$ cat src/rtl/mem_stage.sv
// Memory stage of the tartaruga pipeline: passes ALU results through and performs
// loads and stores over the req/gnt/rvalid data-memory handshake, stalling EXE meanwhile.
package tartaruga_pkg;

  typedef logic [31:0] bus32_t;

  typedef enum logic {
    ALU = 1'b0,
    MEM = 1'b1
  } alu_or_mem_e;

  typedef struct packed {
    logic [6:0] func7;
    logic [4:0] rs2;
    logic [4:0] rs1;
    logic [2:0] func3;
    logic [4:0] rd;
    logic [6:0] opcode;
  } rtype_t;

  typedef union packed {
    rtype_t rtype;
    bus32_t raw;
  } instr_word_t;

  typedef struct packed {
    instr_word_t instr;
    alu_or_mem_e alu_or_mem;
    logic        store_to_mem;
  } instr_t;

  typedef struct packed {
    instr_t instr;
    bus32_t result;
    bus32_t rs2;
    logic   branch_taken;
  } exe_to_mem_t;

  typedef struct packed {
    instr_t instr;
    bus32_t result;
    logic   branch_taken;
  } mem_to_wb_t;

endpackage

module mem_stage
  import tartaruga_pkg::*;
(
  input  logic        clk,
  input  logic        rst,
  input  exe_to_mem_t exe_to_mem_i,
  input  logic        valid_i,
  output logic        ready_o,
  output mem_to_wb_t  mem_to_wb_o,
  output logic        valid_o,
  output logic        dmem_req_o,
  output logic        dmem_we_o,
  output logic [31:0] dmem_addr_o,
  output logic [3:0]  dmem_be_o,
  output logic [31:0] dmem_wdata_o,
  input  logic        dmem_gnt_i,
  input  logic        dmem_rvalid_i,
  input  logic [31:0] dmem_rdata_i
);

  typedef enum logic [1:0] {
    IDLE = 2'd0,
    REQ  = 2'd1,
    WAIT = 2'd2
  } state_e;

  state_e      state_q, state_d;
  mem_to_wb_t  held_q, held_d;
  mem_to_wb_t  wb_q, wb_d;
  logic        valid_q, valid_d;
  logic        req_q, req_d;
  logic        we_q, we_d;
  logic [31:0] addr_q, addr_d;
  logic [3:0]  be_q, be_d;
  logic [31:0] wdata_q, wdata_d;

  logic        in_store;
  logic        in_mem;
  logic [2:0]  in_f3;
  logic [2:0]  held_f3;
  logic [31:0] load_value;

  // Sizing depends only on func3[1:0]: 00 byte, 01 half, anything else word.
  function automatic logic [3:0] be_for(input logic [2:0] f3, input logic [1:0] off);
    logic [3:0] be;
    case (f3[1:0])
      2'b00:   be = 4'b0001 << off;
      2'b01:   be = 4'b0011 << {off[1], 1'b0};
      default: be = 4'b1111;
    endcase
    return be;
  endfunction

  function automatic logic [31:0] wdata_for(input logic [2:0] f3, input logic [31:0] rs2);
    logic [31:0] wd;
    case (f3[1:0])
      2'b00:   wd = {4{rs2[7:0]}};
      2'b01:   wd = {2{rs2[15:0]}};
      default: wd = rs2;
    endcase
    return wd;
  endfunction

  function automatic logic [31:0] load_fmt(input logic [2:0] f3, input logic [1:0] off,
                                           input logic [31:0] rdata);
    logic [31:0] shifted;
    logic [7:0]  byte_v;
    logic [15:0] half_v;
    logic [31:0] value;
    shifted = rdata >> {off, 3'b000};
    byte_v  = shifted[7:0];
    half_v  = off[1] ? rdata[31:16] : rdata[15:0];
    case (f3)
      3'd0:    value = {{24{byte_v[7]}}, byte_v};
      3'd1:    value = {{16{half_v[15]}}, half_v};
      3'd4:    value = {24'd0, byte_v};
      3'd5:    value = {16'd0, half_v};
      default: value = rdata;
    endcase
    return value;
  endfunction

  assign in_store   = exe_to_mem_i.instr.store_to_mem;
  assign in_mem     = in_store || (exe_to_mem_i.instr.alu_or_mem == MEM);
  assign in_f3      = exe_to_mem_i.instr.instr.rtype.func3;
  assign held_f3    = held_q.instr.instr.rtype.func3;
  assign load_value = load_fmt(held_f3, held_q.result[1:0], dmem_rdata_i);

  always_ff @(posedge clk) begin
    if (rst) begin
      state_q <= IDLE;
    end else begin
      state_q <= state_d;
    end
  end

  always_comb begin
    state_d = state_q;
    case (state_q)
      IDLE:    if (valid_i && in_mem) state_d = REQ;
      REQ:     if (dmem_gnt_i) state_d = held_q.instr.store_to_mem ? IDLE : WAIT;
      WAIT:    if (dmem_rvalid_i) state_d = IDLE;
      default: state_d = IDLE;
    endcase
  end

  always_comb begin
    held_d  = held_q;
    wb_d    = wb_q;
    valid_d = 1'b0;
    req_d   = req_q;
    we_d    = we_q;
    addr_d  = addr_q;
    be_d    = be_q;
    wdata_d = wdata_q;
    case (state_q)
      IDLE: begin
        if (valid_i) begin
          if (in_mem) begin
            held_d.instr        = exe_to_mem_i.instr;
            held_d.result       = exe_to_mem_i.result;
            held_d.branch_taken = exe_to_mem_i.branch_taken;
            req_d   = 1'b1;
            we_d    = in_store;
            addr_d  = {exe_to_mem_i.result[31:2], 2'b00};
            be_d    = be_for(in_f3, exe_to_mem_i.result[1:0]);
            wdata_d = wdata_for(in_f3, exe_to_mem_i.rs2);
          end else begin
            wb_d.instr        = exe_to_mem_i.instr;
            wb_d.result       = exe_to_mem_i.result;
            wb_d.branch_taken = exe_to_mem_i.branch_taken;
            valid_d = 1'b1;
          end
        end
      end
      REQ: begin
        // Request fields stay frozen until the grant.
        if (dmem_gnt_i) begin
          req_d = 1'b0;
          we_d  = 1'b0;
          if (held_q.instr.store_to_mem) begin
            wb_d    = held_q;
            valid_d = 1'b1;
          end
        end
      end
      WAIT: begin
        if (dmem_rvalid_i) begin
          wb_d.instr        = held_q.instr;
          wb_d.result       = load_value;
          wb_d.branch_taken = held_q.branch_taken;
          valid_d = 1'b1;
        end
      end
      default: ;
    endcase
  end

  always_ff @(posedge clk) begin
    if (rst) begin
      held_q  <= '0;
      wb_q    <= '0;
      valid_q <= 1'b0;
      req_q   <= 1'b0;
      we_q    <= 1'b0;
      addr_q  <= '0;
      be_q    <= '0;
      wdata_q <= '0;
    end else begin
      held_q  <= held_d;
      wb_q    <= wb_d;
      valid_q <= valid_d;
      req_q   <= req_d;
      we_q    <= we_d;
      addr_q  <= addr_d;
      be_q    <= be_d;
      wdata_q <= wdata_d;
    end
  end

  assign ready_o      = (state_q == IDLE);
  assign mem_to_wb_o  = wb_q;
  assign valid_o      = valid_q;
  assign dmem_req_o   = req_q;
  assign dmem_we_o    = we_q;
  assign dmem_addr_o  = addr_q;
  assign dmem_be_o    = be_q;
  assign dmem_wdata_o = wdata_q;

endmodule
$ cat config.mk
export PLATFORM = sky130hd
export DESIGN_NAME = mem_stage
export DESIGN_NICKNAME = d
export VERILOG_FILES = /design/src/rtl/mem_stage.sv
export SDC_FILE = /design/constraint.sdc
export NUM_CORES = 1
export LEC_CHECK = 0
export BUFFER_PORTS_ARGS = -buffer_cell sky130_fd_sc_hd__buf_2
export CORE_MARGIN = 5
export CORE_UTILIZATION = 32
export CTS_BUF_LIST = sky130_fd_sc_hd__clkbuf_2 sky130_fd_sc_hd__clkbuf_4 sky130_fd_sc_hd__clkbuf_8
export DETAILED_ROUTE_END_ITERATION = 6
export PLACE_DENSITY = 0.55
export SLEW_MARGIN = 20
export SYNTH_ARGS = -nofsm -noshare
export SYNTH_HDL_FRONTEND = slang
export SYNTH_SLANG_ARGS = --single-unit
$ cat constraint.sdc
create_clock -name clk -period 2.5 [get_ports clk]
set_input_delay 0.5 -clock clk [delete_from_list [all_inputs] [get_ports clk]]
set_output_delay 0.5 -clock clk [all_outputs]
set_load 0.05 [all_outputs]
==> key figures, run 1 <==
Die
  – IO Count: 275
  – Die span in y: 173 um
  – Core box area: 0.0262 mm2
  – DIE AREA: 0.0301 mm2
  – Rows: 59
  – Die Width: 173 um
  – Starting Density: 0.326

STA
  – Tcrit/Tclk final: 0.914
  – RSZ-0062 raised after global routing: false
  – Tightest Pin Transition: 0.770 ns
  – Worst slew margin: 0.487
  – Hold Slack: 0.262 ns
  – Layout Skew: 0.0206 ns
  – Endpoints failing hold: 0
  – Slew Viols, Final: 0
  – Max Freq: 438 MHz
  – Minimum clock period: 2.28 ns
  – Setup violations, final: 0
  – TNS Setup: 0 ns

Finish
  – Area grow syn2layout: 21.7%
  – Final Net Count: 1415
  – Share of cells above drive strength 1: 0.275

Clocking
  – Root Buffer: clkbuf_8
  – CTS tree: built
  – Post-CTS Repair Setup Buffers: 0
  – Max Root-Sink Buffers: 2
  – Resized Gates After CTS: 0
  – Htree depth: 4
  – Clk slew on worst S/H paths: 0.11 ns
  – Clk sinks: 175
  – Clk_lat worst skew: 0.48 ns
  – Num CTS Buffers: 17
  – Hold-fix buffers, CTS: 0

Worst hold path
  – Worst hold path class: input port to flip-flop
  – Worst hold path depth: 3
  – Endpoint, Worst Hold: held_q[5]$_SDFFE_PP0P_
  – Worst hold start: exe_to_mem_i[37]

Setup path
  – FF-to-FF setup slack: 0.22 ns
  – Max incr delay on CP: 0.50 ns
  – Worst Path Required: 2.89 ns
  – FF-to-FF Start: state_q[0]$_SDFFE_PP0P_
  – Critical path arrival: 2.67 ns
  – CP startpoint: state_q[0]$_SDFFE_PP0P_
  – Worst Reg-to-Reg Cells: 7
  – Setup crit end kind: flip-flop
  – Startpoint types: flip-flop
  – R2r endpoint: mem_to_wb_o[17]$_SDFFE_PP0P_
  – Crit path kind: flip-flop to flip-flop
  – Worst path slowest cell: a2111o_2
  – Crit-path cells: inv_1, ha_1, nor2b_1, a2111o_2, buf_12, or3_1, o21ai_0
  – Worst Path Max Fanout: 49

Global route
  – Vias in the first global route: 7884
  – Congestion Overflow GR: 0
  – Largest net degree at the start of global routing: 94
  – Initial antenna violation count: 0
  – Tot GR Track Use: 0.188
  – First-pass GRT wire length: 46100 um

Detailed routing
  – Via density: 5.14
  – DR iter-0 viols: 576
  – Drt drc: 0
  – Routed wire length: 29300 um
  – Router iterations before antenna repair: 5
  – Wire length per cell: 18.0 um
  – Vias: 8348
  – Post-route ant nets: 0

Logic synthesis
  – Synth Area in Adders: 0.00585
  – Post-synthesis compound-gate area fraction: 0.210
  – Top_reg_cell synth: dfxtp_1
  – Number of synthesized flops with an enable pin: 0
  – Post-synthesis area per instance: 7.87 um2
  – Post-Syn Area: 0.00855 mm2
  – Synthesis Warnings: 0
  – Post-Synth Simple-Gate Area: 0.218
  – Sequential share of the synthesized area: 0.410
  – Post-Syn Instances: 1087
  – Netlist cell types: 52
  – XOR/XNOR share of the synthesized area: 0
  – Yosys reg bits: 175
  – Multiplexer area fraction after synthesis: 0.0758
  – Largest family of logic cells by synthesized area: simple AND/OR/NAND/NOR gates
  – Async set-reset flop share out of synthesis: 0

Run
  – Max Cap Violations: 0

Place
  – Gpl congestion: 0.817
  – I/O Buffers: 272
  – Hpwl dp: 20500 um

Pwr
  – Power share of the combinational group: 0.342
  – Clk pwr share: 0.249
  – Internal: 0.00460 W
  – Sequential share of power: 0.409
  – Worst IR Drop VDD: 0.312 mV
  – Switching share of power: 0.422
  – Leak: 4.44 nW
  – Switching pwr: 0.00336 W
  – Power density over the cells: 765 mW/mm2

Status
  – Outcome: finished clean
-- cells in the mapped netlist, types with 11 or more instances --
cell type  count  share of area
mux2i_1       49          0.057
inv_1         13         0.0057
a221oi_1      36          0.037
dfxtp_1      175           0.41
a21oi_1       98          0.057
buf_1         11         0.0048
o22ai_1       16          0.012
or3_1         16          0.012
nor3_1        41          0.024
nor2_1        99          0.043
a211oi_1      35          0.031
o21ai_0       37          0.022
clkbuf_1      74          0.032
buf_4         35          0.031
nand2_1      222          0.097
nor2b_1       27          0.020
a311oi_1      12          0.012
-- cell usage in the layout (no fill, tap or decap), drive strengths merged, types with 2 or more instances in the layout --
cell type / instances
a21oi: 98
dfxtp: 175
nand3: 5
nor2b: 27
nand2: 222
o221ai: 5
o22ai: 16
conb: 2
o31ai: 7
mux2i: 49
nand3b: 8
ha: 4
clkinv: 7
diode: 3
clkbuf: 17
mux2: 8
o211ai: 3
a221oi: 36
nor2: 99
a211oi: 35
a311oi: 12
inv: 20
o41ai: 7
or3: 16
o21ai: 38
mux4: 3
or2: 6
buf: 297
nand2b: 5
nor3: 41
a2111oi: 2
-- worst max-delay path by stage --
stage,slack (ns),endpoint
6_report,0.22,mem_to_wb_o[17]$_SDFFE_PP0P_
5_1_grt,0.07,mem_to_wb_o[32]$_SDFFE_PP0P_
4_1_cts,0.11,mem_to_wb_o[42]$_SDFFE_PP0P_
3_5_place_dp,0.14,mem_to_wb_o[42]$_SDFFE_PP0P_
3_3_place_gp,0.16,mem_to_wb_o[32]$_SDFFE_PP0P_
2_1_floorplan,0.13,dmem_wdata_o[29]$_SDFFE_PP0P_
-- logic make-up after synthesis --
| group | Yosys count |
|---|---|
| and+or+nand+nor | 433 |
| other | 1 |
| AOI/OAI and AO/OA | 271 |
| muxes | 60 |
| buffers and inverters | 143 |
| DFF | 175 |
| adders and majority gates | 4 |
-- layout make-up --
type | instances | area, um2
clock inverter | 14 | 146
inverter | 14 | 52.6
multi-input combinational | 770 | 4390
timing repair buffer | 297 | 1660
sequential | 175 | 3500
clock buffer | 17 | 234
tap | 335 | 419
antenna | 3 | 7.51
fill | 2789 | 15800
-- registers in the layout, summed over array words and instances, names as in the netlist, 2 cells and up --
| register | cells |
|---|---|
| dmem_be_o | 4 |
| mem_to_wb_o | 67 |
| held_q | 63 |
| state_q | 2 |
| held_f3 | 3 |
| dmem_wdata_o | 32 |
-- per-stage QoR --
| stage | setup WS [ns] | utilization | power (W) | cells | area, um2 |
|---|---|---|---|---|---|
| after floorplan | 0.133 | - | 0.00531 | 1088 | 8560 |
| after global placement | 0.156 | 0.382 | 0.00605 | 1591 | 10000 |
| after detailed placement | 0.136 | 0.382 | 0.00606 | 1591 | 10000 |
| after CTS | 0.108 | 0.397 | 0.00807 | 1622 | 10400 |
| after global routing | 0.0678 | 0.397 | 0.00840 | 1622 | 10400 |
| final | 0.216 | 0.397 | 0.00796 | 1625 | 10400 |
-- power groups by stage --
stage / Combinational [W] / Clock, W / Sequential (W)
after floorplan: 0.00127 / 0 / 0.00404
after global placement: 0.00273 / 0 / 0.00331
after detailed placement: 0.00275 / 0 / 0.00332
after CTS: 0.00275 / 0.00206 / 0.00326
after global routing: 0.00293 / 0.00217 / 0.00329
final: 0.00272 / 0.00198 / 0.00325
-- worst max-delay path: cells and delay by family, from the launching register on --
| kind | cells | cell delay (ns) |
|---|---|---|
| AOI/OAI and AO/OA | 2 | 0.65 |
| adders and majority gates | 1 | 0.26 |
| buffers and inverters | 2 | 0.30 |
| and+or+nand+nor | 2 | 0.58 |
| DFF | 1 | 0.38 |
-- routing by layer --
metal | global-route usage | vias to the layer above | wire (um)
met2 | 0.299 | 252 | 13500
met1 | 0.256 | 3914 | 13400
met3 | 0.0491 | 22 | 1940
met5 | 0 | - | 0
li1 | - | 4160 | -
met4 | 0.0459 | 0 | 396
No activity file was read; power rests on OpenSTA's default activity.
==> inputs of run 2 (changes only) <==
RECOVER_POWER = 100   (was not set)
==> run 2 against run 1 <==
- final area decreased by 1.8%
- critical endpoint is now dmem_be_o[0]$_SDFFE_PP0P_
- maximum frequency decreased by 1.0%
- cell count about the same
- largest cell class unchanged
- setup slack got worse by 0.024 ns
- hold slack improved by 0.0013 ns
- largest power group unchanged
==> key figures, run 2 (synthesized netlist as in run 1, its figures left out) <==
Status
  – Outcome: finished clean

Finish
  – Share of cells above drive strength 1: 0.168
  – Final Net Count: 1415
  – Most frequent cells in the layout: nand2_1 (222), dfxtp_1 (175), clkbuf_1 (136)
  – Area grow syn2layout: 19.5%
  – Commonest non-fill, non-tap cell in the layout: nand2_1
  – Max reg flops: 67

STA
  – Slew Viols, Final: 0
  – Worst slew margin: 0.448
  – Tightest Pin Transition: 0.828 ns
  – Hold Slack: 0.263 ns
  – Max Freq: 433 MHz
  – Setup violations, final: 0
  – Endpoints failing hold: 0
  – RSZ-0062 raised after global routing: false
  – Layout Skew: 0.0217 ns
  – Tcrit/Tclk final: 0.923
  – TNS Setup: 0 ns
  – Minimum clock period: 2.31 ns

Global route
  – Initial antenna violation count: 0
  – Tot GR Track Use: 0.188
  – Largest net degree at the start of global routing: 94
  – Vias in the first global route: 7884
  – Congestion Overflow GR: 0
  – First-pass GRT wire length: 46100 um

Detailed routing
  – Routed wire length: 29500 um
  – Vias: 8300
  – Wire length per cell: 18.1 um
  – Post-route ant nets: 0
  – Router iterations before antenna repair: 5
  – Via density: 5.11
  – DR iter-0 viols: 655
  – Drt drc: 0

Pwr
  – Leak: 3.89 nW
  – Switching pwr: 0.00337 W
  – Internal: 0.00452 W
  – Worst IR Drop VDD: 0.307 mV
  – Power share of the combinational group: 0.336
  – Power density over the cells: 772 mW/mm2
  – Switching share of power: 0.427
  – Sequential share of power: 0.413
  – Clk pwr share: 0.251

Clocking
  – Clk_lat worst skew: 0.47 ns
  – Htree depth: 4
  – Num CTS Buffers: 17
  – Post-CTS Repair Setup Buffers: 0
  – Clk slew on worst S/H paths: 0.11 ns
  – Hold-fix buffers, CTS: 0
  – Max Root-Sink Buffers: 2
  – Clk sinks: 175
  – Resized Gates After CTS: 0
  – Root Buffer: clkbuf_8
  – CTS tree: built

Setup path
  – Max incr delay on CP: 0.55 ns
  – Worst path slowest cell: or2_2
  – Critical path arrival: 2.65 ns
  – Crit path kind: flip-flop to flip-flop
  – Setup crit end: dmem_be_o[0]$_SDFFE_PP0P_
  – Worst Path Required: 2.84 ns
  – FF-to-FF Start: state_q[0]$_SDFFE_PP0P_
  – CP startpoint: state_q[0]$_SDFFE_PP0P_
  – Startpoint types: flip-flop
  – Worst Reg-to-Reg Cells: 7
  – Setup crit end kind: flip-flop
  – Crit-path cells: inv_1, ha_1, nand2_1, or2_2, buf_12, a211oi_1, nor3_1
  – Worst Path Max Fanout: 21
  – FF-to-FF setup slack: 0.19 ns
  – R2r endpoint: dmem_be_o[0]$_SDFFE_PP0P_

Die
  – DIE AREA: 0.0301 mm2
  – Die span in y: 173 um
  – IO Count: 275
  – Starting Density: 0.326
  – Core box area: 0.0262 mm2
  – Die Width: 173 um
  – Rows: 59

Run
  – Max Cap Violations: 0

Place
  – Hpwl dp: 20500 um
  – I/O Buffers: 272
  – Gpl congestion: 0.817

Worst hold path
  – Worst hold path class: input port to flip-flop
## run 2: stage by stage
| stage | total power, W | instances | instance area [um2] | utilization | setup slack (ns) |
|---|---|---|---|---|---|
| 3_5_place_dp | 0.00606 | 1591 | 10000 | 0.382 | 0.136 |
| 4_1_cts | 0.00807 | 1622 | 10400 | 0.397 | 0.108 |
| 3_3_place_gp | 0.00605 | 1591 | 10000 | 0.382 | 0.156 |
| 5_1_grt | 0.00833 | 1622 | 10200 | 0.390 | 0.0461 |
| 2_1_floorplan | 0.00531 | 1088 | 8560 | - | 0.133 |
| 6_report | 0.00789 | 1624 | 10200 | 0.390 | 0.192 |
## run 2: worst min path at each step
| stage | from | end | slack, ns | cells past startpoint |
|---|---|---|---|---|
| after global placement | held_q[66]$_SDFFE_PP0P_ | held_q[66]$_SDFFE_PP0P_ | 0.44 | 2 |
| after floorplan | held_q[0]$_SDFFE_PP0P_ | held_q[0]$_SDFFE_PP0P_ | 0.44 | 2 |
| after CTS | exe_to_mem_i[93] | held_q[61]$_SDFFE_PP0P_ | 0.23 | 3 |
| after detailed placement | dmem_wdata_o[25]$_SDFFE_PP0P_ | dmem_wdata_o[25]$_SDFFE_PP0P_ | 0.45 | 2 |
| after global routing | exe_to_mem_i[90] | held_q[58]$_SDFFE_PP0P_ | 0.23 | 3 |
| final | exe_to_mem_i[37] | held_q[5]$_SDFFE_PP0P_ | 0.26 | 3 |
## run 2: area by class of cell
cell class | instances | area [um2]
multi-input cells | 770 | 4380
flip-flops and latches | 175 | 3500
diodes | 2 | 5.00
fillers | 2859 | 16000
well taps | 335 | 419
clock buffers | 17 | 234
inverters | 14 | 52.6
repair buffers | 297 | 1470
clock inverters | 14 | 146
## run 2: critical path: cells and delay by family (launching register included)
| family | cells | cell delay, ns |
|---|---|---|
| fa+ha+maj | 1 | 0.44 |
| flops | 1 | 0.34 |
| simple gates | 3 | 0.81 |
| buf+inv | 2 | 0.36 |
| compound gates | 1 | 0.22 |
## run 2: power groups by stage
stage                     clock network, W  registers, W  logic [W]
after floorplan                          0       0.00404    0.00127
after global placement                   0       0.00331    0.00273
after detailed placement                 0       0.00332    0.00275
after CTS                          0.00206       0.00326    0.00275
after global routing               0.00217       0.00330    0.00286
final                              0.00198       0.00326    0.00265
## run 2: routing by layer
layer	global-route usage	part of all wire
met2	0.299	0.46
met1	0.256	0.46
met3	0.0491	0.060
met4	0.0459	0.013
met5	0	0
